==> config.mk <==
export PLATFORM = sky130hd
export DESIGN_NAME = axis_packet_generator
export DESIGN_NICKNAME = d
export VERILOG_FILES = /design/src/rtl/axis_pkt_pkg.sv /design/src/rtl/axis_keep_mask.sv /design/src/rtl/axis_packet_generator.sv
export SDC_FILE = /design/constraint.sdc
export NUM_CORES = 1
export LEC_CHECK = 0
export ABC_AREA = 1
export BUFFER_PORTS_ARGS = -buffer_cell sky130_fd_sc_hd__buf_2
export CORE_AREA = 2 2 431 433
export CTS_CLUSTER_SIZE = 10
export DETAILED_ROUTE_END_ITERATION = 6
export DIE_AREA = 0 0 433 435
export GPL_TIMING_DRIVEN = 0
export PLACE_DENSITY = 0.38
export SETUP_SLACK_MARGIN = 0.4
export SLEW_MARGIN = 20
export SYNTH_ARGS = -nofsm -noshare
export SYNTH_HDL_FRONTEND = slang
export SYNTH_HIERARCHICAL = 1
export SYNTH_SLANG_ARGS = --single-unit
==> constraint.sdc <==
create_clock -name clk -period 5.3 [get_ports clk]
set_clock_uncertainty 0.2 [all_clocks]
set_input_delay 0 -clock clk [delete_from_list [all_inputs] [get_ports clk]]
set_output_delay 0 -clock clk [all_outputs]
set_load 0.005 [all_outputs]
==> src/rtl/axis_pkt_pkg.sv <==
// ---------------------------------------------------------------------------
// axis_pkt_pkg
// Shared constants for the AXI-Stream packet generator slice.
//   bpb_of(dw)   : bytes per beat for a stream of dw bits
//   len_msb(dw)  : top bit of the 16-bit length field in a command beat
//   len_lsb(dw)  : bottom bit of the 16-bit length field in a command beat
//   ST_IDLE/ST_SEND : generator FSM encoding
// ---------------------------------------------------------------------------
package axis_pkt_pkg;

  localparam int LEN_W = 16;

  function automatic int bpb_of(input int dw);
    return dw / 8;
  endfunction

  function automatic int len_msb(input int dw);
    return dw - 1;
  endfunction

  function automatic int len_lsb(input int dw);
    return dw - LEN_W;
  endfunction

  localparam logic [0:0] ST_IDLE = 1'b0;
  localparam logic [0:0] ST_SEND = 1'b1;

endpackage

==> src/rtl/axis_keep_mask.sv <==
// ---------------------------------------------------------------------------
// axis_keep_mask
// Turns a count of bytes still to send into a contiguous TKEEP mask.
// Bits [remaining-1:0] are set; once remaining reaches a full beat the mask
// saturates to all ones.
// Ports:
//   remaining  in  16      bytes left in the packet
//   keep_mask  out DW/8    contiguous byte-enable mask from bit 0
// ---------------------------------------------------------------------------
module axis_keep_mask
  import axis_pkt_pkg::*;
#(
  parameter int DW = 512
) (
  input  logic [15:0]     remaining,
  output logic [DW/8-1:0] keep_mask
);

  localparam int BPB = bpb_of(DW);

  // A byte lane is enabled when its index is below the remaining count,
  // which naturally gives all ones for remaining >= BPB.
  always_comb begin
    keep_mask = '0;
    for (int k = 0; k < BPB; k++) begin
      keep_mask[k] = (16'(k) < remaining);
    end
  end

endmodule

==> src/rtl/axis_packet_generator.sv <==
// ---------------------------------------------------------------------------
// axis_packet_generator
// Accepts packet-length commands and emits one AXI-Stream packet per command
// of exactly that many bytes. Packet byte i carries i[7:0]; TKEEP is
// contiguous from bit 0 and TLAST marks the final beat.
// Ports:
//   clk, resetn        clock, synchronous active-low reset
//   cmd_tdata/tvalid/tready    command stream, length in top 16 bits
//   axis_out_tdata/tkeep/tlast/tvalid/tready  generated packet stream
//   packets_sent       16-bit count of completed packets (wraps)
//   busy               high while a packet is in progress
//   err_zero_len       one-cycle pulse when a zero-length command is dropped
// ---------------------------------------------------------------------------
module axis_packet_generator
  import axis_pkt_pkg::*;
#(
  parameter int DW = 512
) (
  input  logic            clk,
  input  logic            resetn,
  input  logic [DW-1:0]   cmd_tdata,
  input  logic            cmd_tvalid,
  output logic            cmd_tready,
  output logic [DW-1:0]   axis_out_tdata,
  output logic [DW/8-1:0] axis_out_tkeep,
  output logic            axis_out_tlast,
  output logic            axis_out_tvalid,
  input  logic            axis_out_tready,
  output logic [15:0]     packets_sent,
  output logic            busy,
  output logic            err_zero_len
);

  localparam int          BPB     = bpb_of(DW);
  localparam int          LEN_MSB = len_msb(DW);
  localparam int          LEN_LSB = len_lsb(DW);
  localparam logic [15:0] BPB16   = 16'(BPB);

  logic [0:0]      state;
  logic [15:0]     remaining;
  logic [15:0]     offset;
  logic [15:0]     cmd_len;
  logic [15:0]     load_len;
  logic [15:0]     load_off;
  logic [BPB-1:0]  load_keep;
  logic [DW-1:0]   load_data;
  logic            cmd_fire;
  logic            out_fire;
  logic            unused_cmd_bits;

  assign cmd_len         = cmd_tdata[LEN_MSB:LEN_LSB];
  assign unused_cmd_bits = ^cmd_tdata[LEN_LSB-1:0];

  assign cmd_tready = resetn & (state == ST_IDLE);
  assign busy       = (state == ST_SEND);
  assign cmd_fire   = cmd_tvalid & cmd_tready;
  assign out_fire   = axis_out_tvalid & axis_out_tready;

  // The beat to load next is either the first beat of a fresh command
  // (IDLE) or the beat following the one being handed off (SEND). In SEND
  // on the last beat this underflows, but the value is never loaded then.
  always_comb begin
    load_len = cmd_len;
    load_off = '0;
    if (state == ST_SEND) begin
      load_len = remaining - BPB16;
      load_off = offset + BPB16;
    end
  end

  axis_keep_mask #(
    .DW(DW)
  ) u_keep_mask (
    .remaining (load_len),
    .keep_mask (load_keep)
  );

  // Byte lanes outside the keep mask are forced to zero so the stream is
  // fully deterministic.
  always_comb begin
    load_data = '0;
    for (int k = 0; k < BPB; k++) begin
      if (load_keep[k]) begin
        load_data[8*k +: 8] = 8'(load_off + 16'(k));
      end
    end
  end

  // Main FSM and output registers. Output beats are registered, so the
  // next beat is loaded on the same edge that retires the current one,
  // giving one beat per cycle under continuous ready.
  always_ff @(posedge clk) begin
    if (!resetn) begin
      state           <= ST_IDLE;
      remaining       <= '0;
      offset          <= '0;
      axis_out_tdata  <= '0;
      axis_out_tkeep  <= '0;
      axis_out_tlast  <= 1'b0;
      axis_out_tvalid <= 1'b0;
      packets_sent    <= '0;
      err_zero_len    <= 1'b0;
    end else begin
      err_zero_len <= 1'b0;
      if (state == ST_IDLE) begin
        if (cmd_fire) begin
          if (cmd_len == 16'd0) begin
            err_zero_len <= 1'b1;
          end else begin
            remaining       <= load_len;
            offset          <= load_off;
            axis_out_tdata  <= load_data;
            axis_out_tkeep  <= load_keep;
            axis_out_tlast  <= (load_len <= BPB16);
            axis_out_tvalid <= 1'b1;
            state           <= ST_SEND;
          end
        end
      end else begin
        if (out_fire) begin
          if (axis_out_tlast) begin
            packets_sent    <= packets_sent + 16'd1;
            axis_out_tvalid <= 1'b0;
            state           <= ST_IDLE;
          end else begin
            remaining      <= load_len;
            offset         <= load_off;
            axis_out_tdata <= load_data;
            axis_out_tkeep <= load_keep;
            axis_out_tlast <= (load_len <= BPB16);
          end
        end
      end
    end
  end

endmodule

==> results of run 1 <==
==> critical path, delay by kind of cell, from the launching register on <==
family                   cells  cell delay (ps)
AO/OA/AOI/OAI                2              300
AND/OR/NAND/NOR              3              520
XOR/XNOR                     1              920
buffers and inverters        5             2100
adder cells (fa/ha/maj)      1              280
flip-flops                   1              440
==> layout by cell type (no fill, tap or decap), types with 30 or more instances in the layout <==
master	synthesis	final
a21oi_1	631	631
buf_2	74	691
buf_4	31	37
clkbuf_1	99	101
clkbuf_16	0	81
dfxtp_1	620	620
dlygate4sd3_1	0	30
inv_1	217	214
nand2_1	1274	1274
nand3_1	89	89
nor2_1	148	147
nor2_4	54	54
o21ai_0	96	92
xor2_1	161	146
==> path summary, 6_finish.rpt <==
path | end | slack [ps] | from | cells past startpoint
worst max-delay path | axis_out_tdata[77] | 370 | busy | 12
worst min-delay path | offset[0] | 240 | offset[0] | 2
worst max register to register | axis_out_tdata[77] | 370 | busy | 12
worst min register to register | offset[0] | 240 | offset[0] | 2
==> repair_timing <==
item                                    CTS  global route
endpoints found under the hold margin    38             0
endpoints found under the setup margin  135             3
setup buffers                             2             0
gates resized for setup                   8             2
pin swaps                                 0             0
hold buffers                             30             0
==> metrics by stage <==
step	cells	TNS (ps)	total power (W)	util, %	area, um2
after global placement	6761	-162820	0.00712	18.0	33200
final	6939	0	0.0123	19.8	36500
after floorplan	3665	0	0.00605	-	27000
after global routing	6937	0	0.0128	19.8	36500
after CTS	6936	0	0.0125	19.8	36500
after detailed placement	6783	-19420	0.00712	18.3	33800
==> final cells by class <==
type / instances / area [um2]
diodes: 3 / 7.51
clock inverters: 16 / 220
inverters: 239 / 906
repair buffers: 670 / 3790
clock buffers: 105 / 2180
well taps: 2480 / 3100
plain buffers: 229 / 1220
multi-input cells: 2577 / 12700
fillers: 21000 / 148000
flip-flops and latches: 620 / 12400
==> flip-flops by register name, indices dropped and copies added, names as in the netlist <==
name	count
axis_out_tkeep	64
axis_out_tlast	1
remaining	16
err_zero_len	1
axis_out_tvalid	1
offset	8
packets_sent	16
axis_out_tdata	512
busy	1
==> cells by family after synthesis <==
| kind of cell | after synthesis | synth area share, % |
|---|---|---|
| AO/OA/AOI/OAI | 766 | 14.3 |
| XOR/XNOR | 177 | 5.76 |
| adder cells (fa/ha/maj) | 26 | 1.20 |
| buffers and inverters | 468 | 7.71 |
| flip-flops | 620 | 45.9 |
| AND/OR/NAND/NOR | 1608 | 25.1 |
==> metal layers <==
layer,vias up,global-route usage (%),routed length [um]
met4,10,11.7,12900
met3,296,6.76,17600
met5,-,0,64
met1,13800,22.1,73200
li1,13100,-,-
met2,1110,34.8,95200
==> power by group <==
part | switching, W | total [W] | leakage (nW) | internal (W)
logic | 0.00140 | 0.00194 | 9.74 | 0.000534
registers | 0.000177 | 0.00509 | 5.06 | 0.00491
clock network | 0.00229 | 0.00530 | 1.17 | 0.00301
==> run_results.csv, run 1 <==
group,metric,value,unit
place,dp_hpwl,160000,um
synth,avgSynthCellArea,7.38,um2
pwr,power_density,338,mW/mm2
global_routing,grt_max_degree,16,
die,coreArea,0.184,mm2
timing,fin_crit,4930,ps
timing,min_period_over_period,93.0,%
synth,syn_nets,4207,
detailed_routing,vias,28300,
place,io_buffers,616,
synth,synth_cell_type_count,43,
timing,tightest_slew,1230,ps
synth,synth_top_area_share,45.9,%
setup_path,path_class,"flip-flop to flip-flop",
finish,drive_above_1_share,22.7,%
detailed_routing,postRouteAntennaNets,0,
die,die_area,0.188,mm2
global_routing,grt_usage,20.4,%
pwr,leakage,16.0,nW
die,die_h,435,um
synth,syn_area,0.0270,mm2
synth,ys_async_sr_fraction,0,%
cts,numClockSinks,620,
synth,ys_seq_area_share,45.9,%
timing,hold_violations,0,
synth,yosys_warnings,6,
detailed_routing,wl_per_cell,28.7,um
cts,cts_tree,"done",
hold_path,hold_path.class,"flip-flop to flip-flop",
die,fp-row-count,158,
die,pin_count,1113,
finish,layout.nets,4958,
outcome,status,"finished clean",
detailed_routing,viasPerCell,4.08,
pwr,ir_drop,211,uV
finish,syn2layout_area_growth,35.1,%
cts,clk_path_buf_depth,3,
synth,synthTopCellsByCount,"nand2_1 (1274), a21oi_1 (631), dfxtp_1 (620), inv_1 (217), xor2_1 (161)",
timing,holdWs,235,ps
die,fp.dieW,433,um
timing,maxSlewHeadroom,18.3,%
cts,clk_latency,700,ps
timing,rsz0062_at_grt,"no",
cts,htree_levels,3,
global_routing,overflow,0,
cts,numCtsBuffers,79,
job,cap_violations,0,
setup_path,crit_path_start_kind,"flip-flop",
synth,syn_inst,3665,
cts,path_clk_slew,60,ps
die,start_util,14.7,%
place,dp_worst_setup_slack,-636,ps
cts,cts-root-buf,"clkbuf_16",
global_routing,grt_pass1_vias,27100,
setup_path,path_cells,"buf_4 > nand2_1 > inv_1 > buf_2 > ha_1 > clkbuf_1 > inv_1 > o21ai_0 > xor2_1 > nor2_1 > nand2_1 > a21oi_1",
synth,synth_edf_count,0,
synth,post-synth-top-count-cell,"nand2_1",
setup_path,critPathMaxFanout,13,
detailed_routing,drc,0,
timing,setup_viol,0,
synth,synthTopCellsByArea,"dfxtp_1 (46%), nand2_1 (18%), a21oi_1 (12%)",
timing,fmax,203,MHz
setup_path,worst_path_max_delay_cell,"xor2_1",
setup_path,crit_path_end_kind,"flip-flop",
setup_path,cp_slowest_stage_delay,920,ps
timing,finalWorstSetupSlack,370,ps
synth,dominantRegCellSynth,"dfxtp_1",
detailed_routing,totalWireLength,199000,um
synth,yosys_register_bits,620,
global_routing,antenna_found_initial,11,
detailed_routing,drt_first_pass_iters,5,
detailed_routing,first_iter_violations,2360,
synth,synth_top_area_cell,"dfxtp_1",
global_routing,grt_first_pass_wirelength,257000,um
place,routabilityCongestion,0.966,
timing,slew_violations,0,
setup_path,worstPathRequired,5650,ps
setup_path,worstPathArrival,5280,ps
(Power assumes the default switching activity.)
==> run 2, diff against run 1 <==
CORE_AREA = 2 2 430 432   (was 2 2 431 433)
DIE_AREA = 0 0 432 434   (was 0 0 433 435)
SYNTH_HIERARCHICAL = default   (was 1)
==> run 2 against run 1 <==
  * Clock power up 7.7%
  * Non-clock buffer count up 24
  * Register-to-register slack worse by 60 ps
  * Clock-buffer cell count up 8
  * Setup slack worse by 63 ps
  * Worst hold slack worse by 93 ps
  * Fmax down 1.3%
  * Total power down 2.6%
  * Sequential share of layout area up 0.17 points
  * Largest cell class unchanged
  * Highest routed layer unchanged
==> run_results.csv, run 2 <==
group,metric,value,unit
setup_path,crit_path_end_kind,"flip-flop",
timing,rsz0062_at_grt,"yes",
die,start_util,14.7,%
synth,ys_async_sr_fraction,0,%
setup_path,worstPathArrival,5380,ps
outcome,status,"finished clean",
detailed_routing,totalWireLength,200000,um
global_routing,overflow,0,
global_routing,grt_first_pass_wirelength,257000,um
detailed_routing,viasPerCell,4.26,
finish,drive_above_1_share,22.5,%
global_routing,grt_pass1_vias,27600,
cts,cts-root-buf,"clkbuf_16",
timing,fmax,200,MHz
pwr,power_density,330,mW/mm2
pwr,power.total,0.0120,W
finish,largest_registers,"axis_out_tdata (512), axis_out_tkeep (64)",
cts,clk_latency,740,ps
detailed_routing,postRouteAntennaNets,0,
timing,tightest_slew,1190,ps
synth,post-synth-top-count-cell,"nand2_1",
die,fp-row-count,157,
finish,regMostFlops,"axis_out_tdata",
synth,synthTopCellsByCount,"nand2_1 (850), a21oi_1 (633), dfxtp_1 (620), nand3_1 (495), xor2_1 (158)",
cts,numCtsBuffers,83,
synth,yosys_warnings,0,
finish,final_cell_mix,"nand2_1 (850), buf_2 (709), a21oi_1 (633), dfxtp_1 (620), nand3_1 (495)",
synth,yosys_register_bits,620,
timing,hold_violations,0,
timing,finalSetupTns,0,ps
synth,dominantRegCellSynth,"dfxtp_1",
synth,synthTopCellsByArea,"dfxtp_1 (46%), nand2_1 (12%), a21oi_1 (12%)",
synth,syn_nets,4102,
pwr,ir_drop,298,uV
detailed_routing,drt_first_pass_iters,6,
global_routing,antenna_found_initial,21,
detailed_routing,vias,28700,
place,dp_worst_setup_slack,-208,ps
die,pin_count,1113,
synth,synth_top_area_cell,"dfxtp_1",
cts,clk_path_buf_depth,3,
finish,layout.nets,4844,
detailed_routing,drc,0,
place,dp_hpwl,159000,um
setup_path,crit_path_start_kind,"flip-flop",
synth,synth_top_area_share,46.3,%
cts,cts_tree,"done",
die,coreArea,0.182,mm2
finish,syn2layout_area_growth,35.6,%
global_routing,grt_max_degree,16,
timing,slew_violations,0,
cts,numClockSinks,620,
setup_path,worstPathRequired,5680,ps
synth,avgSynthCellArea,7.53,um2
synth,syn_inst,3560,
timing,finalWorstSetupSlack,308,ps
synth,synth_cell_type_count,34,
detailed_routing,wl_per_cell,29.7,um
cts,htree_levels,3,
finish,largest_reg_flops,512,
synth,syn_area,0.0268,mm2
place,io_buffers,616,
global_routing,grt_usage,20.6,%
synth,synth_edf_count,0,
hold_path,hold_path.class,"input port to flip-flop",
die,fp.dieW,432,um
place,routabilityCongestion,0.930,
timing,fin_crit,4990,ps
setup_path,path_class,"flip-flop to flip-flop",
pwr,leakage,15.1,nW
synth,ys_seq_area_share,46.3,%
timing,min_period_over_period,94.2,%
cts,path_clk_slew,60,ps
place,dpl_cell_area,0.0332,mm2
timing,maxSlewHeadroom,20.4,%
timing,setup_viol,0,
die,die_area,0.187,mm2
finish,n_fill_cell,20800,
detailed_routing,first_iter_violations,2321,
job,cap_violations,0,
finish,fin_util,19.9,%
die,die_h,434,um
setup_path,critPathMaxFanout,15,
finish,layout_commonest_cell,"nand2_1",
finish,final_cell_area,0.0363,mm2
[run 2: path summary, 6_finish.rpt]
| kind | from | endpoint | slack, ps | depth (start not counted) |
|---|---|---|---|---|
| max reg2reg | busy | axis_out_tdata[204] | 310 | 12 |
| min | cmd_tdata[511] | remaining[15] | 140 | 6 |
| min reg2reg | offset[5] | offset[5] | 240 | 2 |
| max | busy | axis_out_tdata[204] | 310 | 12 |
[run 2: logic make-up (layout without fill, tap and decap cells)]
kind of cell | Yosys count | in the layout | synth area share [%]
buffers and inverters | 435 | 1229 | 6.77
adder cells (fa/ha/maj) | 26 | 26 | 1.21
AND/OR/NAND/NOR | 1506 | 1506 | 24.9
other | 0 | 8 | 0
flip-flops | 620 | 620 | 46.3
XOR/XNOR | 173 | 173 | 5.65
AO/OA/AOI/OAI | 800 | 800 | 15.1
[run 2: report_power, final]
part / switching, W / total (W) / internal (W)
registers: 0.000136 / 0.00498 / 0.00484
clock network: 0.00245 / 0.00571 / 0.00326
logic: 0.000933 / 0.00132 / 0.000383
[run 2: through the flow]
stage,hold WS (ps),std cells
floorplan,-87.5,3560
global placement,53.4,6561
detailed placement,47.0,6568
CTS,67.9,6739
global route,152,6740
finish,142,6747
[run 2: timing repair]
action,in CTS,in global routing
buffers inserted,4,0
hold endpoints to repair,46,0
hold buffers,30,0
pin swaps,1,0
setup endpoints to repair,82,25
gates resized for setup,19,7
[run 2: worst max-delay path: stages (launching register included)]
cell and delay, ps:
dfxtp_1 350, buf_4 220, buf_6 180, buf_6 160, nand2_1 600, clkbuf_4 730
ha_1 610, inv_1 120, o21ai_0 570, xor2_2 650, inv_1 190, nand3_1 150
a21oi_1 80
[run 2: area by class of cell]
class                   instances  area, um2  area share [%]
repair buffers                657       3580            9.86
diodes                          8       20.0          0.0551
multi-input cells            2505      12800            35.2
well taps                    2385       2980            8.21
plain buffers                 266       1220            3.35
clock buffers                 113       2310            6.36
clock inverters                24        369            1.02
inverters                     169        648            1.78
flip-flops and latches        620      12400            34.2
[run 2: routing by layer]
metal	up-vias	wire (um)	share of wire [%]	global-route usage (%)
met4	6	10100	5.1	9.94
met3	269	15200	7.6	5.61
met5	-	47	0.023	0
li1	13300	-	-	-
met2	1014	98600	49	35.8
met1	14100	76500	38	23.1
